## src/rtl/cga_pkg.sv

```systemverilog
// Shared definitions for the CGA capture path: RGBI bit layout, default CGA
// timing, and the line-lock state encoding.
package cga_pkg;

    localparam int RGBI_B = 0;
    localparam int RGBI_G = 1;
    localparam int RGBI_R = 2;
    localparam int RGBI_I = 3;

    // Positions of the syncs in the synchronised input bundle {vsync, hsync, rgbi}
    localparam int SYNC_HS_BIT = 4;
    localparam int SYNC_VS_BIT = 5;

    localparam logic [9:0] CGA_H_TOTAL  = 10'd912;
    localparam logic [8:0] CGA_V_TOTAL  = 9'd262;
    localparam logic [9:0] CGA_H_START  = 10'd48;
    localparam logic [9:0] CGA_H_ACTIVE = 10'd640;
    localparam logic [8:0] CGA_V_START  = 9'd36;
    localparam logic [8:0] CGA_V_ACTIVE = 9'd200;

    typedef enum logic [1:0] {
        SEARCH = 2'd0,
        VERIFY = 2'd1,
        LOCKED = 2'd2
    } lock_state_t;

    function automatic logic [10:0] abs_diff(input logic [10:0] a, input logic [10:0] b);
        return (a >= b) ? (a - b) : (b - a);
    endfunction

endpackage

```

## src/rtl/cga_sync_edge.sv

```systemverilog
// Three-flop synchroniser for an asynchronous bundle; every bit shares the same
// stages so relative alignment survives. Rising edges are flagged on the top E bits.
module cga_sync_edge #(
    parameter int W = 6,
    parameter int E = 2
) (
    input  logic         clk,
    input  logic         rst_n,
    input  logic [W-1:0] d,
    output logic [W-1:0] q,
    output logic [E-1:0] rise
);

    logic [W-1:0] s1;
    logic [W-1:0] s2;
    logic [W-1:0] s3;

    always_ff @(posedge clk or negedge rst_n) begin
        if (!rst_n) begin
            s1 <= '0;
            s2 <= '0;
            s3 <= '0;
        end else begin
            s1 <= d;
            s2 <= s1;
            s3 <= s2;
        end
    end

    // Edge is flagged one stage early so counters line up with s3 data
    assign rise = s2[W-1 -: E] & ~s3[W-1 -: E];
    assign q    = s3;

endmodule

```

## src/rtl/cga_capture_port.sv

```systemverilog
// Captures an external TTL CGA RGBI stream, measures line timing for lock and
// regenerates a display-enable window around registered, aligned video/syncs.
module cga_capture_port
    import cga_pkg::*;
#(
    parameter logic [9:0] H_START    = CGA_H_START,
    parameter logic [9:0] H_ACTIVE   = CGA_H_ACTIVE,
    parameter logic [8:0] V_START    = CGA_V_START,
    parameter logic [8:0] V_ACTIVE   = CGA_V_ACTIVE,
    parameter logic [3:0] H_TOL      = 4'd2,
    parameter logic [3:0] LOCK_LINES = 4'd8,
    parameter logic [3:0] LOSS_LINES = 4'd4
) (
    input  logic       clk,
    input  logic       rst_n,
    input  logic [3:0] ext_video,
    input  logic       ext_hsync,
    input  logic       ext_vsync,
    output logic [3:0] video,
    output logic       display_enable,
    output logic       hsync,
    output logic       vsync,
    output logic       frame_start,
    output logic       locked,
    output logic [9:0] line_period
);

    localparam int SYNC_W = 6;

    logic [SYNC_W-1:0] sync_q;
    logic [1:0]        sync_rise;
    logic              hs_edge;
    logic              vs_edge;

    logic [9:0]  hcount;
    logic [8:0]  vcount;
    logic [9:0]  stored;
    logic [3:0]  cnt;
    lock_state_t state;

    logic [10:0] meas;
    logic        match;
    logic        timeout;
    logic        h_in;
    logic        v_in;
    logic        de_next;

    cga_sync_edge #(
        .W(SYNC_W),
        .E(2)
    ) u_sync (
        .clk  (clk),
        .rst_n(rst_n),
        .d    ({ext_vsync, ext_hsync, ext_video}),
        .q    (sync_q),
        .rise (sync_rise)
    );

    assign hs_edge = sync_rise[0];
    assign vs_edge = sync_rise[1];

    always_comb begin
        meas    = {1'b0, hcount} + 11'd1;
        match   = abs_diff(meas, {1'b0, stored}) <= {7'd0, H_TOL};
        timeout = (hcount == 10'h3FF);
        h_in    = ({1'b0, hcount} >= {1'b0, H_START}) &&
                  ({1'b0, hcount} <  ({1'b0, H_START} + {1'b0, H_ACTIVE}));
        v_in    = ({1'b0, vcount} >= {1'b0, V_START}) &&
                  ({1'b0, vcount} <  ({1'b0, V_START} + {1'b0, V_ACTIVE}));
        de_next = locked & h_in & v_in & ~timeout;
    end

    always_ff @(posedge clk or negedge rst_n) begin
        if (!rst_n) begin
            hcount      <= '0;
            vcount      <= '0;
            line_period <= '0;
        end else begin
            if (hs_edge) begin
                hcount      <= '0;
                line_period <= meas[9:0];
            end else if (hcount != 10'h3FF) begin
                hcount <= hcount + 10'd1;
            end
            // vsync wins over a coincident hsync so the frame restarts at line 0
            if (vs_edge) begin
                vcount <= '0;
            end else if (hs_edge && vcount != 9'h1FF) begin
                vcount <= vcount + 9'd1;
            end
        end
    end

    always_ff @(posedge clk or negedge rst_n) begin
        if (!rst_n) begin
            state  <= SEARCH;
            cnt    <= '0;
            stored <= '0;
            locked <= 1'b0;
        end else if (timeout) begin
            // hsync has gone away; this also swallows an edge that lands on 1023
            state  <= SEARCH;
            cnt    <= '0;
            locked <= 1'b0;
        end else if (hs_edge) begin
            case (state)
                SEARCH: begin
                    stored <= meas[9:0];
                    cnt    <= '0;
                    state  <= VERIFY;
                end
                VERIFY: begin
                    if (match) begin
                        if (cnt == LOCK_LINES - 4'd1) begin
                            state  <= LOCKED;
                            locked <= 1'b1;
                            cnt    <= '0;
                        end else begin
                            cnt <= cnt + 4'd1;
                        end
                    end else begin
                        stored <= meas[9:0];
                        cnt    <= '0;
                    end
                end
                LOCKED: begin
                    if (match) begin
                        stored <= meas[9:0];
                        cnt    <= '0;
                    end else if (cnt == LOSS_LINES - 4'd1) begin
                        state  <= SEARCH;
                        locked <= 1'b0;
                        cnt    <= '0;
                    end else begin
                        cnt <= cnt + 4'd1;
                    end
                end
                default: begin
                    state  <= SEARCH;
                    locked <= 1'b0;
                    cnt    <= '0;
                end
            endcase
        end
    end

    always_ff @(posedge clk or negedge rst_n) begin
        if (!rst_n) begin
            video          <= '0;
            display_enable <= 1'b0;
            hsync          <= 1'b0;
            vsync          <= 1'b0;
            frame_start    <= 1'b0;
        end else begin
            video          <= de_next ? sync_q[RGBI_I:RGBI_B] : 4'h0;
            display_enable <= de_next;
            hsync          <= sync_q[SYNC_HS_BIT];
            vsync          <= sync_q[SYNC_VS_BIT];
            frame_start    <= sync_q[SYNC_VS_BIT] & ~vsync;
        end
    end

endmodule

```

## config.mk

```make
export PLATFORM = sky130hd
export DESIGN_NAME = cga_capture_port
export DESIGN_NICKNAME = d
export VERILOG_FILES = /design/src/rtl/cga_pkg.sv /design/src/rtl/cga_sync_edge.sv /design/src/rtl/cga_capture_port.sv
export SDC_FILE = /design/constraint.sdc
export NUM_CORES = 1
export LEC_CHECK = 0
export ABC_AREA = 1
export CORE_MARGIN = 5
export CORE_UTILIZATION = 50
export DETAILED_ROUTE_END_ITERATION = 10
export GPL_TIMING_DRIVEN = 0
export PLACE_DENSITY = 0.77
export SYNTH_ARGS = -nofsm -noshare
export SYNTH_HDL_FRONTEND = slang
export SYNTH_SLANG_ARGS = --single-unit
```

## constraint.sdc

```tcl
create_clock -name clk -period 3.98 [get_ports clk]
set_input_delay 0.796 -clock clk [delete_from_list [all_inputs] [get_ports clk]]
set_output_delay 0.796 -clock clk [all_outputs]
set_load 0.03 [all_outputs]
```

==> metrics.md <==
| Metric | Value |
|---|---|
| Average cell area after synthesis | 7.62 um^2 |
| Max Fclk | 0.272 GHz |
| Type of the worst setup path | flop to flop |
| CP cell instances | ha_1 -> inv_1 -> nor3_2 -> nand2_1 -> nand2_1 -> inv_1 -> ha_1 -> nand2_1 -> inv_1 -> a21oi_1 -> nand3_2 -> a21oi_4 -> nand2_1 -> nand2_1 -> nand2_1 -> nor2_4 -> nand3_2 -> buf_6 -> nand4_1 -> nand2_1 |
| Initial antenna violation count | 0 |
| Diode count | 0 |
| Num ports | 27 |
| Metal3 WL | 446 um |
| Num rows | 34 |
| R2r setup slk | 310 ps |
| Post-synth EDFFs | 0 |
| Vias/cell | 5.22 |
| Max cap viols | 0 |
| Top cell type by total area after synthesis | dfrtp_1 |
| Endpoint type of the worst setup path | flop |
| Met1 WL | 4520 um |
| Port bufs | 26 |
| Share of flip-flops with an asynchronous set or reset | 100% |
| Final ANT Viol Nets | 0 |
| Share of the synthesized area in the top cell type | 40.6% |
| DR top layer | met4 |
| Yosys cell types | 40 |
| Cell Area, Synth | 4430 um^2 |
| Die height | 104 um |
| DP Wirelength | 7650 um |
| Power Total | 3.37 mW |
| Min cycle time layout | 3670 ps |
| Final hold vios | 0 |
| Worst setup SP type | flop |
| Tot GR Track Use | 18.9% |
| First-pass GRT wire length | 17200 um |
| Least-Margin Pin Slew | 906 ps |
| Worst-case clock skew | 10.7 ps |
| GR Overflow Total | 0 |
| Synth Instances | 582 |
| Htree depth | 3 |
| WL per Instance | 13.5 um |
| Leakage power | 2.77 nW |
| Wire length on met2 | 4800 um |
| Clk sinks | 72 |
| Initial DRC count | 221 |
| Clock slew at reported path FFs | 80 ps |
| Cts hold-fix bufs | 0 |
| Maximum vdd drop | 0.000292 V |
| Final Slew Violations | 0 |
| Core Box Area | 8680 um^2 |
| Fin util | 59.0% |
| CTS buffer count | 9 |
| Cell repeated most along the worst path | nand2_1 |
| Crit Path Max Fanout | 10 |
| First-pass detailed-route iteration total | 6 |
| Hold Crit Class | flop to flop |
| Most frequent cell after synthesis | nand2_1 |
| Area growth, synth to finish | 15.5% |
| Slowest-stage cell, CP | dfrtp_2 |
| Post-Route WL | 9930 um |
| Die ar. | 10900 um^2 |
| Gp weighted congestion | 0.916 |
| Final setup viols | 0 |
| Initial Util | 51.1% |
| CP max stage delay | 410 ps |
| Most common flop cell mapped by yosys | dfrtp_1 |
| Nets@finish | 663 |
| Critical path arrival | 3910 ps |
| Final period util | 92.3% |
| Vias | 3844 |
| Power density cells | 659 nW/um^2 |
| Worst slew margin | 39.6% |
| Largest net degree at the start of global routing | 73 |
| Placed instance count | 716 |
| CTS Root Cell | clkbuf_8 |
| Drt drc | 0 |
| Ys Warns | 0 |
| Outcome | complete, no violations |
| Clk Latency, worst-skew pair | 340 ps |
| Mapped Nets | 622 |
| Non-Filler Instances | 736 |
| Share of cells above drive strength 1 | 9.39% |
| Vias in the first global route | 3772 |
| Top cells by area, synth | dfrtp_1 (41%), nand2_1 (14%), ha_1 (8.5%), inv_1 (7.8%), nand3_1 (4.2%) |
| Clock Path Buffers | 2 |
| #FFs+latches synth | 72 |
| Sequential fraction of the synthesis area | 40.6% |
| Horiz. Die Dim | 104 um |
| Top cells by count, synth | nand2_1 (170), inv_1 (92), dfrtp_1 (72) |
| Worst EP required | 4210 ps |
| CTS tree | yes |
==> what timing repair did <==
item / CTS / global route
setup buffers: 0 / 4
endpoints found under the setup margin: 0 / 17
gates resized for setup: 0 / 8
==> flip-flops by register name, summed over array words and instances (netlist names), 6 cells and up <==
register     count
hcount          10
line_period     10
stored          10
u_sync.q         6
u_sync.s1        6
u_sync.s2        6
vcount           9
==> cell usage in the layout (no fill, tap or decap), types with 8 or more instances in the layout <==
cell type        Yosys  final
nor2_1              42     42
clkbuf_8             0      9
nand3_1             37     37
nand2_1            170    170
dfrtp_1             72     71
a21oi_1             13     13
o21ai_0             31     31
inv_1               92     92
clkdlybuf4s50_1      0     25
nand4_1             22     22
ha_1                30     28
nor3_1               9      8
==> per-layer routing <==
metal,GRT usage (%),up-vias
li1,-,1920
met1,25.1,1806
met2,31.2,103
met3,3.17,15
met5,0,-
met4,6.29,0
==> area by class of cell <==
cell class                 instances  area [um^2]
buffer                             9         66.3
tap                              108          135
sequential                        72         1800
multi-input combinational        402         2240
fill                             760         3560
clock buffer                       9          124
timing repair buffer              30          288
inverter                          99          372
clock inverter                     7         95.1
==> critical path, delay by kind of cell (launching register included) <==
kind / cells / cell delay, ps
simple gates: 12 / 1700
fa+ha+maj: 2 / 590
buf+inv: 4 / 440
compound gates: 2 / 440
flops: 1 / 410
==> power breakdown <==
group,switching [mW],internal [mW]
combinational,1.23,0.655
sequential,0.0443,0.796
clock,0.290,0.354
total,1.57,1.80
==> logic make-up (layout without fill, tap and decap cells) <==
| family | Yosys count | count (layout) | share of synthesized area, % |
|---|---|---|---|
| xor gates and xnor gates | 9 | 9 | 1.78 |
| DFF | 72 | 72 | 40.6 |
| buffers and inverters | 108 | 154 | 9.88 |
| AOI/OAI and AO/OA | 57 | 57 | 7.11 |
| adders and majority gates | 32 | 32 | 9.37 |
| and+or+nand+nor | 304 | 304 | 31.2 |
==> final timing paths <==
path	start	endpoint	depth (start not counted)
setup / recovery	hcount[0]	stored[2]	20
hold / removal	u_sync.s1[2]	u_sync.s2[2]	0
setup reg to reg	hcount[0]	stored[2]	20
hold reg to reg	u_sync.s1[2]	u_sync.s2[2]	0
max in group asynchronous	rst_n	hcount[0]	1
min in group asynchronous	rst_n	u_sync.s2[1]	1
==> stage by stage <==
| stage | worst slack, ps | area, um^2 | setup TNS [ps] | hold WS, ps |
|---|---|---|---|---|
| finish | 307 | 5120 | 0 | 349 |
| global route | -31.7 | 5120 | -181 | 359 |
| CTS | 149 | 5050 | 0 | 353 |
| detailed placement | 182 | 4830 | 0 | 336 |
| global placement | -179 | 4830 | -12520 | 331 |
| floorplan | 872 | 4430 | 0 | 331 |
No activity file was read; power rests on OpenSTA's default activity.
